### src/rtl/knight_rider_monitor.sv
// knight_rider_monitor: decodes a one-hot scanner LED bus into position, direction, rate code and protocol errors
module knight_rider_monitor #(
  parameter int WIDTH    = 8,
  parameter int CLK_FREQ = 6000,
  parameter int PERIOD_W = 14
) (
  input  logic                     clk,
  input  logic                     reset_n,
  input  logic [WIDTH-1:0]         led_in,
  output logic [$clog2(WIDTH)-1:0] pos,
  output logic                     dir,
  output logic [2:0]               rate_code,
  output logic                     locked,
  output logic                     step_pulse,
  output logic                     err_onehot,
  output logic                     err_step,
  output logic                     err_sticky
);
  localparam int PW = $clog2(WIDTH);
  localparam logic [PERIOD_W-1:0] CNT_MAX = '1;

  typedef enum logic [1:0] {IDLE, SEEK, MEASURE, TRACK} state_t;

  state_t              state_q, state_d;
  logic [WIDTH-1:0]    led_q, led_prev_q;
  logic [PERIOD_W-1:0] cnt_q, cnt_d, last_q, last_d, period;
  logic [PW-1:0]       pos_q, pos_d, idx;
  logic [2:0]          rate_q, rate_d, code;
  logic                dir_q, dir_d, locked_q, locked_d, step_q, step_d;
  logic                eoh_q, eoh_d, estep_q, estep_d, sticky_q, sticky_d;
  logic                oh, step, left, right, legal, timeout;

  function automatic logic [2:0] classify(input logic [PERIOD_W-1:0] p);
    return p == PERIOD_W'(2 * CLK_FREQ) ? 3'd0 :
           p == PERIOD_W'(CLK_FREQ)     ? 3'd1 :
           p == PERIOD_W'(CLK_FREQ / 2) ? 3'd2 :
           p == PERIOD_W'(CLK_FREQ / 4) ? 3'd3 :
           p == PERIOD_W'(CLK_FREQ / 8) ? 3'd4 : 3'd7;
  endfunction

  // index of the lit LED in led_q (only meaningful when led_q is one-hot)
  always_comb begin
    idx = '0;
    for (int i = 0; i < WIDTH; i++) if (led_q[i]) idx = PW'(i);
  end

  // step legality, period measurement and tracking state machine
  always_comb begin
    oh       = $onehot(led_q);
    step     = oh && $onehot(led_prev_q) && led_q != led_prev_q;
    left     = led_q == (led_prev_q << 1);
    right    = led_q == (led_prev_q >> 1);
    period   = cnt_q == CNT_MAX ? CNT_MAX : cnt_q + 1'b1;
    code     = classify(period);
    legal    = state_q == SEEK ? left || right :
               left ? dir_q || led_prev_q[0] : right && (!dir_q || led_prev_q[WIDTH-1]);
    timeout  = (state_q == MEASURE || state_q == TRACK) && cnt_q == CNT_MAX;
    state_d  = state_q;
    cnt_d    = step ? '0 : cnt_q == CNT_MAX ? cnt_q : cnt_q + 1'b1;
    last_d   = last_q;
    pos_d    = oh ? idx : pos_q;
    dir_d    = dir_q;
    locked_d = locked_q;
    rate_d   = rate_q;
    step_d   = 1'b0;
    eoh_d    = 1'b0;
    estep_d  = 1'b0;
    if (!oh) begin
      if (state_q != IDLE) begin
        eoh_d    = 1'b1;
        locked_d = 1'b0;
        rate_d   = 3'd7;
      end
      state_d = IDLE;
    end else if (state_q == IDLE) begin
      state_d = SEEK;
    end else if (step && legal) begin
      step_d  = 1'b1;
      dir_d   = left;
      state_d = state_q == SEEK ? MEASURE : TRACK;
      if (state_q != SEEK) begin
        last_d = period;
        rate_d = code;
      end
      if (state_q == TRACK) locked_d = period == last_q && code != 3'd7;
    end else if (step) begin
      estep_d  = 1'b1;
      state_d  = SEEK;
      locked_d = 1'b0;
      rate_d   = 3'd7;
    end else if (timeout) begin
      state_d  = SEEK;
      locked_d = 1'b0;
      rate_d   = 3'd7;
    end
    sticky_d = sticky_q | eoh_d | estep_d;
  end

  // input sampling and registered outputs
  always_ff @(posedge clk or negedge reset_n) begin
    if (!reset_n) begin
      led_q      <= '0;
      led_prev_q <= '0;
      state_q    <= IDLE;
      cnt_q      <= '0;
      last_q     <= '0;
      pos_q      <= '0;
      dir_q      <= 1'b1;
      rate_q     <= 3'd7;
      locked_q   <= 1'b0;
      step_q     <= 1'b0;
      eoh_q      <= 1'b0;
      estep_q    <= 1'b0;
      sticky_q   <= 1'b0;
    end else begin
      led_q      <= led_in;
      led_prev_q <= led_q;
      state_q    <= state_d;
      cnt_q      <= cnt_d;
      last_q     <= last_d;
      pos_q      <= pos_d;
      dir_q      <= dir_d;
      rate_q     <= rate_d;
      locked_q   <= locked_d;
      step_q     <= step_d;
      eoh_q      <= eoh_d;
      estep_q    <= estep_d;
      sticky_q   <= sticky_d;
    end
  end

  assign pos        = pos_q;
  assign dir        = dir_q;
  assign rate_code  = rate_q;
  assign locked     = locked_q;
  assign step_pulse = step_q;
  assign err_onehot = eoh_q;
  assign err_step   = estep_q;
  assign err_sticky = sticky_q;
endmodule

### config.mk
export PLATFORM = sky130hd
export DESIGN_NAME = knight_rider_monitor
export DESIGN_NICKNAME = d
export VERILOG_FILES = /design/src/rtl/knight_rider_monitor.sv
export SDC_FILE = /design/constraint.sdc
export NUM_CORES = 1
export LEC_CHECK = 0
export ABC_AREA = 0
export CAP_MARGIN = 25
export CELL_PAD_IN_SITES_DETAIL_PLACEMENT = 0
export CELL_PAD_IN_SITES_GLOBAL_PLACEMENT = 1
export CORE_MARGIN = 3
export CORE_UTILIZATION = 43
export CTS_BUF_LIST = sky130_fd_sc_hd__clkbuf_4 sky130_fd_sc_hd__clkbuf_8
export CTS_CLUSTER_DIAMETER = 200
export DETAILED_ROUTE_END_ITERATION = 6
export PLACE_DENSITY_LB_ADDON = 0.25
export SKIP_CTS_REPAIR_TIMING = 1
export SLEW_MARGIN = 20
export SYNTH_ARGS = -nofsm -noshare
export SYNTH_HDL_FRONTEND = slang
export SYNTH_SLANG_ARGS = --single-unit
### constraint.sdc
create_clock -name clk -period 4.63 [get_ports clk]
set_clock_uncertainty 0.1 [all_clocks]
set_input_delay 1.1575 -clock clk [delete_from_list [all_inputs] [get_ports clk]]
set_output_delay 1.1575 -clock clk [all_outputs]
set_load 0.01 [all_outputs]
==> Word level (Yosys, flattened, before mapping) <==
Index checks and enable logic that the tools add are counted.
{ "totals": {"register_bits": 58, "latchBits": 0, "mem_bits_rw": 0, "romBits": 0, "in_bits": 10, "out_inout_bits": 12, "elab_cells": 118, "mem_count": 0} }
{ "classes": {"n_addsub": 15, "n_mul": 0, "n_div": 0, "order_cmp": 0, "n_eq_ne": 23, "n_shift": 0, "n_mux": 46, "n_bitwise": 3, "reduce_logical": 18} }
{ "op_table": {"columns": ["operator", "count"], "rows": [
  ["2-to-1 mux 3 bit", 15],
  ["2-to-1 mux 14 bit", 3],
  ["equality test 14 bit (second input constant)", 2],
  ["2-to-1 mux 1 bit", 20],
  ["adder 1 x 1 -> 2 bit", 8],
  ["2-to-1 mux 2 bit", 8],
  ["adder 14 x 1 -> 14 bit (second input constant)", 1],
  ["equality test 14 x 10 -> 1 bit (second input constant)", 1],
  ["equality test 14 x 11 -> 1 bit (second input constant)", 1],
  ["equality test 14 x 12 -> 1 bit (second input constant)", 1],
  ["equality test 14 x 13 -> 1 bit (second input constant)", 1],
  ["equality test 14 bit", 1],
  ["adder 2 x 2 -> 3 bit", 4],
  ["AND reduction 4 bit", 3],
  ["adder 3 x 3 -> 4 bit", 2],
  ["equality test 4 x 1 -> 1 bit (second input constant)", 2],
  ["equality test 8 x 7 -> 1 bit", 1],
  ["equality test 8 bit", 1],
  ["!= test 8 bit", 1],
  ["logical AND 1 bit", 6],
  ["!= test 3 bit (second input constant)", 2],
  ["!= test 5 x 1 -> 1 bit (second input constant)", 1],
  ["equality test 2 bit (second input constant)", 2],
  ["logical OR 1 bit", 4],
  ["11 further kinds", 14]
]} }

==> Depth between registers and ports, before layout <==
Gate-level depths: netlist (run 1).
{ "depth": {"depth_word": 14, "depth_mapped": 18, "depth_no_buf": 16} }

==> Worst setup path after synthesis (run 1) <==
No wires, ideal clock.
{ "synth_timing": {"kind": "register to register", "start": "register led_q[3]", "end": "register locked_q, in the netlist locked", "setup_time_ns": 0.104, "arrival_time_ns": 4.254, "path_slack_ns": 0.172, "path_stages_with_launch": 17, "cell_sequence": "dfrtp_1 -> clkbuf_1 -> inv_1 -> fa_1 -> fa_1 -> fa_1 -> inv_1 -> ha_1 -> inv_1 -> fa_1 -> a2111oi_2 -> o211ai_1 -> nor2_1 -> o221ai_1 -> or4_1 -> or4_1 -> o41ai_2"} }
{ "synth_between": {"elab_chain_cells": 10} }
{ "synth_rtl": {"columns": ["item", "line", "rtl"], "rows": [
  ["from (decl)", "25", "logic [WIDTH-1:0] led_q, led_prev_q;"],
  ["from (signal assigned)", "116", "led_q <= led_in;"],
  ["adder 1 x 1 -> 2 bit (not written as such)", "49", "oh = $onehot(led_q);"],
  ["adder 2 x 2 -> 3 bit (not written as such)", "49", null],
  ["adder 3 x 3 -> 4 bit (not written as such)", "49", null],
  ["equality test 4 x 1 -> 1 bit", "49", null],
  ["logical AND 1 bit (2 in a row)", "50", "step = oh && $onehot(led_prev_q) && led_q != led_prev_q;"],
  ["2-to-1 mux 1 bit / logical AND 1 bit (equally long branches)", "86, 77", null],
  ["2-to-1 mux 1 bit", "77", "end else if (step && legal) begin"],
  ["2-to-1 mux 1 bit", "75", "end else if (state_q == IDLE) begin"],
  ["2-to-1 mux 1 bit", "68", "if (!oh) begin"],
  ["to (signal assigned)", "124", "locked_q <= locked_d;"],
  ["to (decl)", "29", "logic dir_q, dir_d, locked_q, locked_d, step_q, step_d;"]
]} }
Parallel ways exist; a longest one is shown, timed or not. The select of a mux whose other input is x is not followed.
A chain may end at the register's enable or synchronous reset.

==> Final worst setup path (run 1) <==
{ "layout_timing": {"start": "register led_q[0]", "end": "register locked_q, in the netlist locked"} }
The elaborated chain is that of the path after synthesis.

==> impl_results.md, run 1 <==
- Combinational share of power: 0.334
- Hold Crit Class: register to register
- Initial antenna violation count: 0
- Net Sw Frac: 0.367
- Pin count of the biggest net entering global routing: 41
- Post-Syn Area: 0.00369 sq mm
- Pwr Density: 440 mW/mm^2
- Core box area: 0.00826 sq mm
- Synthesized area per cell: 9.31 sq um
- Gate Count Post-Synth: 396
- Placer Congestion: 0.905
- Max frequency: 0.222 GHz
- Post-synth EDFFs: 0
- YS warnings: 0
- Input/output buffers: 21
- Worst Setup End Kind: register
- Worst setup SP type: register
- Yosys reg bits: 58
- Pwr Total: 1.89 mW
- Final Net Count: 444
- Finished Layout Cells: 529
- # rows: 33
- TritonCTS clock tree: done
- Yosys top cell by area: dfrtp_1
- Worst-Margin Slew: 0.670 ns
- Dpl cells: 511
- Post-DP HPWL: 6230 um
- RSZ-0062 raised after global routing: true
- Distinct cells, synth: 64
- Root Driver: clkbuf_8
- Register share of total power: 0.357
- Async SR Flop Fraction: 1.00
- Die W: 98.6 um
- DRC Markers: 0
- Min Tclk post-route: 4.51 ns
- Share of the synthesized area in the top cell type: 0.366
- Setup TNS: 0 ns
- Share of cells above drive strength 1: 0.139
- Drt pass-1 iters: 4
- Antenna cells: 0
- Register area share after synthesis: 0.395
- Most frequent cell after synthesis: dfrtp_1
- Top_reg_cell synth: dfrtp_1
- Worst-Skew Late Latency: 0.34 ns
- Final hold slack: 0.379 ns
- Switching power: 0.694 mW
- Area delta synth->final: 16.7%
- Routed WL: 8530 um
- Global router's overall resource usage: 0.184
- Crit path DAT: 4.65 ns
- Drt via density: 5.42
- DIE AREA: 0.00972 sq mm
- Worst EP required: 4.76 ns
- Final period utilization: 0.975
- Crit Path Class: register to register
- Total of max-cap violations: 0
- DIE HEIGHT: 98.6 um
- DR iter-0 viols: 165
- CTS sink cnt: 58
- Hold Vio Cnt, Final: 0
- Starting Density: 0.447
- CTS max path bufs: 2
- Worst relative slew slack: 0.549
- Clock power share: 0.309
- Final ANT Viol Nets: 0
- IO Count: 22
- Internal power: 1.20 mW
- Routed wire per std cell: 16.1 um
- P_leak: 1.81 nW
- Remaining global-route overflow: 0
- Worst-path clk slew: 0.08 ns
- Total vias in the final route: 2,867
- H-Tree Depth: 3
- Num CTS Buffers: 9
- Post-synth top cells: dfrtp_1 (54), nor2_1 (43), inv_1 (32), nand2_1 (27), o21ai_0 (26)
- Synth area leaders: dfrtp_1 (37%), xor2_1 (5.2%), xnor2_1 (4.5%)
- Number of global-route vias before repair: 2,780
- Max Slew Vio Count: 0
- First-pass GRT wire length: 14,400 um
- Critical path peak fanout: 2
- Status: completed
- Post-synthesis net count: 421
- Peak supply drop: 0.207 mV
- Endpoints failing setup: 0
## kinds of logic (layout without fill, tap and decap cells)
group                    Yosys count  in the layout  share of synthesized area
AND/OR/NAND/NOR                  150            150                      0.224
AO/OA/AOI/OAI                     74             74                      0.138
flip-flops                        58             58                      0.395
buffers and inverters             53             81                     0.0641
XOR/XNOR                          41             41                     0.0974
adder cells (fa/ha/maj)           15             15                     0.0672
multiplexers                       5              5                     0.0139
## registers in the layout (all words and copies together), names as in the netlist
register,count
last_q,14
dir,1
err_sticky,1
rate_code,3
state_q,2
err_onehot,1
led_prev_q,8
pos,3
led_q,8
locked,1
cnt_q,14
err_step,1
step_pulse,1
## area by class of cell
cell class	count	area (sq um)
fillers	756	3960
multi-input cells	285	2030
flip-flops and latches	58	1460
repair buffers	33	315
well taps	105	131
clock inverters	7	125
clock buffers	9	124
inverters	32	120
## stage by stage
stage	setup WS [ns]	area, sq um	utilization
detailed placement	0.0730	3980	0.482
floorplan	0.172	3690	-
global route	-0.0697	4300	0.521
CTS	0.0617	4230	0.512
finish	0.118	4300	0.521
global placement	0.245	3980	0.482
## power by group through the flow
stage | clock network [mW] | logic, mW | registers (mW)
finish | 0.585 | 0.632 | 0.675
global route | 0.625 | 0.698 | 0.688
CTS | 0.600 | 0.609 | 0.672
detailed placement | 0 | 0.603 | 0.681
global placement | 0 | 0.597 | 0.679
floorplan | 0 | 0.480 | 0.621
## per-layer routing
metal | global-route usage | wire, um
met1 | 0.290 | 4510
met3 | 0.0361 | 301
met5 | 0 | 0
met2 | 0.259 | 3680
met4 | 0.0441 | 47
## layout by cell type (no fill, tap or decap), types with 6 or more instances in the layout
cell	netlist	layout
xnor2_1	19	19
nor2_1	43	43
buf_4	4	11
nand3_1	7	7
o21ai_0	26	26
fa_1	8	7
ha_1	7	6
nor2b_1	7	7
nand2b_1	6	6
inv_1	32	28
nor3_1	10	10
clkbuf_8	0	9
o211ai_1	6	6
dfrtp_1	54	54
clkdlybuf4s50_1	0	20
xor2_1	22	22
nor4_1	7	7
nand4_1	11	11
a21oi_1	12	11
nand2_1	27	27
## path summary, 6_finish.rpt
| path | start | endpoint | slack (ns) | cells after the start |
|---|---|---|---|---|
| worst max-delay path | led_q[0] | locked | 0.12 | 15 |
| worst min-delay path | err_sticky | err_sticky | 0.38 | 1 |
| worst max register to register | led_q[0] | locked | 0.12 | 15 |
| worst min register to register | err_sticky | err_sticky | 0.38 | 1 |
| max in group asynchronous | reset_n | last_q[8] | 2.94 | 3 |
| min in group asynchronous | reset_n | last_q[9] | 0.68 | 1 |
## critical path, cell delays in order (launching register included)
cell       delay, ns
dfrtp_1         0.36
inv_2           0.05
fa_1            0.55
fa_1            0.43
fa_1            0.46
inv_2           0.09
ha_4            0.15
inv_2           0.04
fa_2            0.36
a2111oi_4       0.30
o211ai_1        0.16
nor2_1          0.14
o221ai_1        0.12
or4_1           0.48
or4_4           0.43
o41ai_2         0.19
Power figures use the tool's default switching activity.
==> run 2, diff against run 1 <==
--- a/config.mk
+++ b/config.mk
@@ -14,7 +14,7 @@
 export CTS_BUF_LIST = sky130_fd_sc_hd__clkbuf_4 sky130_fd_sc_hd__clkbuf_8
 export CTS_CLUSTER_DIAMETER = 200
 export DETAILED_ROUTE_END_ITERATION = 6
-export PLACE_DENSITY_LB_ADDON = 0.25
+export PLACE_DENSITY = 0.74
 export SKIP_CTS_REPAIR_TIMING = 1
 export SLEW_MARGIN = 20
 export SYNTH_ARGS = -nofsm -noshare
==> run 2 against run 1 <==
Effect of this change: hold slack lost 0.011 ns; routed wire length is 0.32% lower; sequential share of layout area rose by 0.25 points; critical path type unchanged; critical endpoint unchanged; largest power group unchanged.
==> impl_results.md, run 2 (synthesis results as in run 1) <==
- Min Tclk post-route: 4.47 ns
- Pwr Density: 427 mW/mm^2
- Crit Path Class: register to register
- Drt via density: 5.47
- Setup TNS: 0 ns
- IO Count: 22
- Routed wire per std cell: 16.1 um
- Endpoints failing setup: 0
- Worst-Margin Slew: 0.712 ns
- Drt pass-1 iters: 4
- RSZ-0062 raised after global routing: true
- Input/output buffers: 21
- Peak supply drop: 0.277 mV
- Most common cell after layout, fill and taps aside: dfrtp_1
- TritonCTS clock tree: done
- DIE HEIGHT: 98.6 um
- Worst-path clk slew: 0.08 ns
- Number of global-route vias before repair: 2,920
- Crit path DAT: 4.61 ns
- Max frequency: 0.224 GHz
- HP Start: err_sticky
- Critical path origin: led_q[0]
- CTS max path bufs: 2
- Pwr Total: 1.82 mW
- DRC Markers: 0
- CTS sink cnt: 58
- RR Startpoint: led_q[0]
- Antenna cells: 0
- P_leak: 1.79 nW
- Global router's overall resource usage: 0.187
- Critical path peak fanout: 2
- Pin count of the biggest net entering global routing: 41
- Routed WL: 8510 um
- H-Tree Depth: 3
- Worst Slack Setup Final: 0.160 ns
- Top flop regs: cnt_q x14, last_q x14
- Worst-Skew Late Latency: 0.34 ns
- Placer Congestion: 0.942
- Worst EP required: 4.77 ns
- R2R cell count: 15
- Worst r2r dst: locked
- DIE AREA: 0.00972 sq mm
- Initial antenna violation count: 0
- Hold Vio Cnt, Final: 0
- Total of max-cap violations: 0
- Depth of the worst hold-timing path: 1
- Post-DP HPWL: 6280 um
- Starting Density: 0.447
- Post-route cell area: 0.00427 sq mm
- Setup WS pre-CTS: 0.0795 ns
- Hold Crit Class: register to register
- # rows: 33
- Final ANT Viol Nets: 0
- DR iter-0 viols: 238
- Total vias in the final route: 2,893
- Worst setup SP type: register
- Area delta synth->final: 15.8%
- Share of cells above drive strength 1: 0.132
- Final period utilization: 0.965
- First-pass GRT wire length: 14,600 um
- Core box area: 0.00826 sq mm
- Num CTS Buffers: 9
- Root Driver: clkbuf_8
- Hold Crit Endpoint: err_sticky
- Final Net Count: 444
- Worst Setup End Kind: register
- Area post-placement: 0.00398 sq mm
- Final core occ: 0.517
- Max Slew Vio Count: 0
- Die W: 98.6 um
- Remaining global-route overflow: 0
- Worst relative slew slack: 0.521
- Flop-to-flop setup slack: 0.16 ns
- Commonest non-fill, non-tap cells in the layout: dfrtp_1 (54), nor2_1 (43), inv_1 (31)
- Status: completed
==> run 2: worst max path at each step <==
| stage | to | slack, ns |
|---|---|---|
| 6_report | locked | 0.16 |
| 5_1_grt | locked | -0.06 |
| 4_1_cts | locked | 0.05 |
| 3_5_place_dp | locked | 0.08 |
| 3_3_place_gp | locked | 0.24 |
| 2_1_floorplan | locked | 0.17 |
==> run 2: cell type report <==
cell class	instances	area [sq um]
clock inverter	7	101
multi-input combinational	285	2030
timing repair buffer	33	308
clock buffer	9	124
tap	105	131
inverter	32	120
fill	765	3990
sequential	58	1460
==> run 2: through the flow <==
step / hold slack [ns] / cells
after floorplan: 0.252 / 396
after global placement: 0.355 / 511
after detailed placement: 0.355 / 511
after CTS: 0.376 / 527
after global routing: 0.411 / 529
final: 0.368 / 529
==> run 2: worst max-delay path, stage by stage, from the launching register on <==
cell,delay [ns]
dfrtp_1,0.35
inv_1,0.07
fa_1,0.56
fa_1,0.43
fa_1,0.45
inv_2,0.08
ha_4,0.14
inv_1,0.06
fa_2,0.36
a2111oi_4,0.24
o211ai_1,0.17
nor2_1,0.12
o221ai_1,0.11
or4_1,0.49
or4_4,0.43
o41ai_2,0.21
==> run 2: per-layer routing <==
metal  track usage  routed length [um]  vias up
met2         0.269                3700       61
met1         0.287                4330     1411
met5             0                   0        -
met4        0.0662                 116        0
li1              -                   -     1414
met3        0.0262                 358        7
==> run 2: where the power goes <==
| part | internal [mW] | switching, mW |
|---|---|---|
| sequential | 0.564 | 0.108 |
| clock | 0.307 | 0.221 |
| combinational | 0.271 | 0.353 |
==> run 3, diff against run 2 <==
--- a/config.mk
+++ b/config.mk
@@ -14,6 +14,7 @@
 export CTS_BUF_LIST = sky130_fd_sc_hd__clkbuf_4 sky130_fd_sc_hd__clkbuf_8
 export CTS_CLUSTER_DIAMETER = 200
 export DETAILED_ROUTE_END_ITERATION = 6
+export GPL_ROUTABILITY_DRIVEN = 0
 export PLACE_DENSITY = 0.74
 export SKIP_CTS_REPAIR_TIMING = 1
 export SLEW_MARGIN = 20
==> results of run 3 <==
The final DEF is identical to that of run 2; final timing and power are the same.
